`src/rtl/signal_monitor.sv`:
```
// signal_monitor: independent watchdog on the traffic-signal lamp lines.
// Decodes the four lamp inputs every clock, enforces the A/B green sequence,
// times each green phase against MIN_GREEN/MAX_GREEN and latches the first fault.
module signal_monitor #(
  parameter int unsigned NBITS     = 32,
  parameter int unsigned MIN_GREEN = 32'h1C9C380,
  parameter int unsigned MAX_GREEN = 32'h3938700
) (
  input  logic             clk,
  input  logic             reset,
  input  logic             Ago,
  input  logic             Astop,
  input  logic             Bgo,
  input  logic             Bstop,
  output logic [1:0]       cur_phase,
  output logic [NBITS-1:0] phase_len,
  output logic             phase_done,
  output logic [15:0]      phase_total,
  output logic             fault,
  output logic [2:0]       fault_code
);

  localparam logic [1:0] ST_IDLE  = 2'd0;
  localparam logic [1:0] ST_A     = 2'd1;
  localparam logic [1:0] ST_B     = 2'd2;
  localparam logic [1:0] ST_FAULT = 2'd3;

  localparam logic [2:0] FC_NONE     = 3'd0;
  localparam logic [2:0] FC_CONFLICT = 3'd1;
  localparam logic [2:0] FC_SHORT    = 3'd2;
  localparam logic [2:0] FC_LONG     = 3'd3;
  localparam logic [2:0] FC_SEQ      = 3'd4;

  localparam logic [NBITS-1:0] MIN_G = NBITS'(MIN_GREEN);
  localparam logic [NBITS-1:0] MAX_G = NBITS'(MAX_GREEN);
  localparam logic [NBITS-1:0] ONE   = NBITS'(1);

  logic [1:0]       state_q, state_d;
  logic [NBITS-1:0] cnt_q, cnt_d;
  logic [NBITS-1:0] len_q, len_d;
  logic             done_q, done_d;
  logic [15:0]      total_q, total_d;
  logic             fault_q, fault_d;
  logic [2:0]       code_q, code_d;

  logic [3:0] lamps;
  logic       is_off, is_ag, is_bg;
  logic       own_green, other_green;

  // Lamp pattern decode; anything but OFF/AG/BG is a conflict.
  always_comb begin
    lamps  = {Ago, Astop, Bgo, Bstop};
    is_off = (lamps == 4'b0000);
    is_ag  = (lamps == 4'b1001);
    is_bg  = (lamps == 4'b0110);
    own_green   = (state_q == ST_A) ? is_ag : is_bg;
    other_green = (state_q == ST_A) ? is_bg : is_ag;
  end

  // Next-state and output logic for the phase tracker.
  always_comb begin
    state_d = state_q;
    cnt_d   = cnt_q;
    len_d   = len_q;
    done_d  = 1'b0;
    total_d = total_q;
    fault_d = fault_q;
    code_d  = code_q;
    case (state_q)
      ST_IDLE: begin
        if (is_ag) begin
          state_d = ST_A;
          cnt_d   = ONE;
        end else if (is_bg) begin
          state_d = ST_FAULT;
          fault_d = 1'b1;
          code_d  = FC_SEQ;
        end else if (!is_off) begin
          state_d = ST_FAULT;
          fault_d = 1'b1;
          code_d  = FC_CONFLICT;
        end
      end
      ST_A, ST_B: begin
        if (own_green) begin
          if (cnt_q == MAX_G) begin
            state_d = ST_FAULT;
            fault_d = 1'b1;
            code_d  = FC_LONG;
          end else begin
            cnt_d = cnt_q + ONE;
          end
        end else if (other_green) begin
          // Phase handover: report the completed phase even if it was short.
          len_d   = cnt_q;
          done_d  = 1'b1;
          total_d = total_q + 16'd1;
          if (cnt_q < MIN_G) begin
            state_d = ST_FAULT;
            fault_d = 1'b1;
            code_d  = FC_SHORT;
          end else begin
            state_d = (state_q == ST_A) ? ST_B : ST_A;
            cnt_d   = ONE;
          end
        end else if (is_off) begin
          state_d = ST_FAULT;
          fault_d = 1'b1;
          code_d  = FC_SEQ;
        end else begin
          state_d = ST_FAULT;
          fault_d = 1'b1;
          code_d  = FC_CONFLICT;
        end
      end
      default: begin
        state_d = ST_FAULT;
      end
    endcase
  end

  // State and output registers with synchronous reset.
  always_ff @(posedge clk) begin
    if (reset) begin
      state_q <= ST_IDLE;
      cnt_q   <= '0;
      len_q   <= '0;
      done_q  <= 1'b0;
      total_q <= '0;
      fault_q <= 1'b0;
      code_q  <= FC_NONE;
    end else begin
      state_q <= state_d;
      cnt_q   <= cnt_d;
      len_q   <= len_d;
      done_q  <= done_d;
      total_q <= total_d;
      fault_q <= fault_d;
      code_q  <= code_d;
    end
  end

  assign cur_phase   = state_q;
  assign phase_len   = len_q;
  assign phase_done  = done_q;
  assign phase_total = total_q;
  assign fault       = fault_q;
  assign fault_code  = code_q;

endmodule
```
`config.mk`:
```
export PLATFORM = sky130hd
export DESIGN_NAME = signal_monitor
export DESIGN_NICKNAME = d
export VERILOG_FILES = /design/src/rtl/signal_monitor.sv
export SDC_FILE = /design/constraint.sdc
export NUM_CORES = 1
export LEC_CHECK = 0
export ABC_CLOCK_PERIOD_IN_PS = 6840
export BUFFER_PORTS_ARGS = -buffer_cell sky130_fd_sc_hd__buf_2
export CAP_MARGIN = 15
export CORE_MARGIN = 2
export CORE_UTILIZATION = 35
export DETAILED_ROUTE_END_ITERATION = 8
export GPL_ROUTABILITY_DRIVEN = 0
export SLEW_MARGIN = 20
export SYNTH_ARGS = -nofsm -noshare
export SYNTH_HDL_FRONTEND = slang
export SYNTH_SLANG_ARGS = --single-unit
export TNS_END_PERCENT = 5
```
`constraint.sdc`:
```
create_clock -name clk -period 6.84 [get_ports clk]
set_input_delay 1.368 -clock clk [delete_from_list [all_inputs] [get_ports clk]]
set_output_delay 1.368 -clock clk [all_outputs]
set_load 0.1 [all_outputs]
```
==> results.json <==
{
  "combPwrFrac": 0.242,
  "initial_core_util": 0.357,
  "syn_area_per_cell_sq_um": 8.07,
  "hold_ws_ps": 445,
  "clock_path_buffers": 2,
  "viasPerCell": 5.50,
  "overflow": 0,
  "synth_seq_cells": 87,
  "via_count": 3966,
  "holdBufCountCts": 0,
  "dp_hpwl_um": 7300,
  "yosysUniqueCellTypes": 65,
  "drive_gt1_frac": 0.169,
  "grt_max_degree": 80,
  "status": "finished, final reports clean",
  "syn_nets": 541,
  "p_per_area_nw_per_um2": 282,
  "dieArea_sq_um": 13100,
  "p_sw_frac": 0.337,
  "setup_slack_ps": 3140,
  "switchingPower_uw": 468,
  "netlist_area_sq_um": 4270,
  "port_buffers": 60,
  "grt_pass1_wl_um": 18400,
  "cts_buffers": 9,
  "setup_tns_ps": 0,
  "core_sq_um": 12000,
  "clock_latency_ps": 350,
  "synth_edf_count": 0,
  "end_kind": "flop",
  "fin_crit_sh": 0.540,
  "setup_viol": 0,
  "seqPwrFrac": 0.385,
  "max_freq_ghz": 0.270,
  "relSlewSlack": 0.319,
  "antenna_found_initial": 0,
  "worstMarginPinSlew_ps": 1010,
  "drc": 0,
  "synth_cells": 529,
  "rsz0062_at_grt": "no",
  "leakagePower_uw": 0.00174,
  "worstPathArrival_ps": 3970,
  "crit_type": "in2reg",
  "synthArstFlopShare": 0,
  "nets": 581,
  "row_count": 40,
  "area_growth_pct": 15.2,
  "cts_setup_buffers": 0,
  "hp-class": "reg2reg",
  "cp_slowest_stage_delay_ps": 950,
  "p_total_uw": 1390,
  "maxCapViolations": 0,
  "routed_wirelength_um": 10900,
  "ir_worst_vdd_uv": 148,
  "yosysWarnings": 0,
  "place_ws_ps": 2470,
  "cts_num_sinks": 87,
  "final_cell_mix": "nand2_1, dfxtp_1, buf_2, a21oi_1, nor2_1",
  "first_pass_iters": 4,
  "period_needed_ps": 3700,
  "seq_area_frac_synth": 0.408,
  "instances_no_fill": 721,
  "critPathLaunchType": "input port",
  "ys.flop_type": "dfxtp_1",
  "ff2ff_path_depth": 8,
  "drt_iter0_markers": 244,
  "fp.dieH_um": 114,
  "slew_viol_final": 0,
  "worst_ep_required_time_ps": 7110,
  "tritoncts": "done",
  "cp_cell_sequence": "buf_2, nor4bb_2, a2bb2oi_1, a211oi_1, nand4b_1, a21oi_1",
  "grt_util_all_layers": 0.174,
  "diodes": 0,
  "clkTransAtPathRegs_ps": 60,
  "dp.cells": 705,
  "cts-resized-gates": 0,
  "layout_commonest_cell": "nand2_1",
  "antenna_left": 0,
  "root_buffer": "clkbuf_16",
  "htreeDepth": 3,
  "hold_violations": 0,
  "p_clk_frac": 0.373,
  "io_pins": 61,
  "worstPathMaxFanout": 10,
  "grt_pass1_vias": 3660,
  "r2r_slack_ps": 3730,
  "internal-power_uw": 919,
  "skew_ps": 8.31,
  "die_x_um": 114,
  "detail_route.wl_per_cell_um": 15.1,
  "hold_depth": 2,
  "slowest_stage": "a211oi_1"
}
==> stage by stage <==
| step | utilization | area [sq um] |
|---|---|---|
| floorplan | - | 4270 |
| global placement | 0.384 | 4590 |
| detailed placement | 0.384 | 4590 |
| CTS | 0.410 | 4910 |
| global route | 0.411 | 4910 |
| finish | 0.411 | 4910 |
==> final timing paths <==
kind / from / endpoint
max: Bstop / cnt_q[22]
min: fault / fault
max reg2reg: cur_phase[0] / cnt_q[24]
min reg2reg: fault / fault
==> logic make-up after synthesis <==
family	after synthesis	synth area share
adders and majority gates	6	0.0176
buffers and inverters	51	0.0595
xor gates and xnor gates	16	0.0328
AOI/OAI and AO/OA	128	0.186
and+or+nand+nor	238	0.289
DFF	87	0.408
muxes	3	0.00733
==> cell type report <==
| class | instances | area, sq um |
|---|---|---|
| clock buffers | 12 | 267 |
| fillers | 1220 | 7050 |
| repair buffers | 65 | 338 |
| clock inverters | 4 | 51.3 |
| well taps | 147 | 184 |
| flip-flops and latches | 87 | 1740 |
| multi-input cells | 391 | 2280 |
| inverters | 15 | 56.3 |
==> registers in the layout, indices dropped and copies added (netlist names) <==
register,count
cnt_q,32
phase_len,32
phase_total,16
fault_code,3
cur_phase,2
fault,1
phase_done,1
==> power groups by stage <==
stage	clock, uW	combinational [uW]	sequential (uW)
after CTS	530	336	534
after floorplan	0	176	641
after global routing	557	369	536
after global placement	0	329	545
after detailed placement	0	334	545
final	518	335	534
==> worst max-delay path: cells and delay by family <==
kind,cells,cell delay [ps]
AOI/OAI and AO/OA,3,1580
buffers and inverters,1,140
and+or+nand+nor,2,880
==> synth_stat cells, drive strengths merged (8+ instances only) <==
cell type	instances	area share
a31oi	8	0.012
inv	14	0.012
buf	14	0.022
nor3	28	0.037
nor2	36	0.032
clkbuf	22	0.024
or4	9	0.017
xnor2	10	0.021
dfxtp	87	0.41
a21oi	58	0.068
a311oi	8	0.016
nand3	9	0.014
nand4	16	0.023
o21ai	21	0.025
nor4	9	0.017
nand2	97	0.085
==> metal layers <==
metal  global-route usage  vias up  share of wire
met1                0.231     1862           0.47
met2                0.277       94           0.47
met3               0.0461       10          0.051
li1                     -     2000              -
met4               0.0561        0         0.0091
met5                    0        -              0
Note: power is estimated with default switching activity, not from simulation.
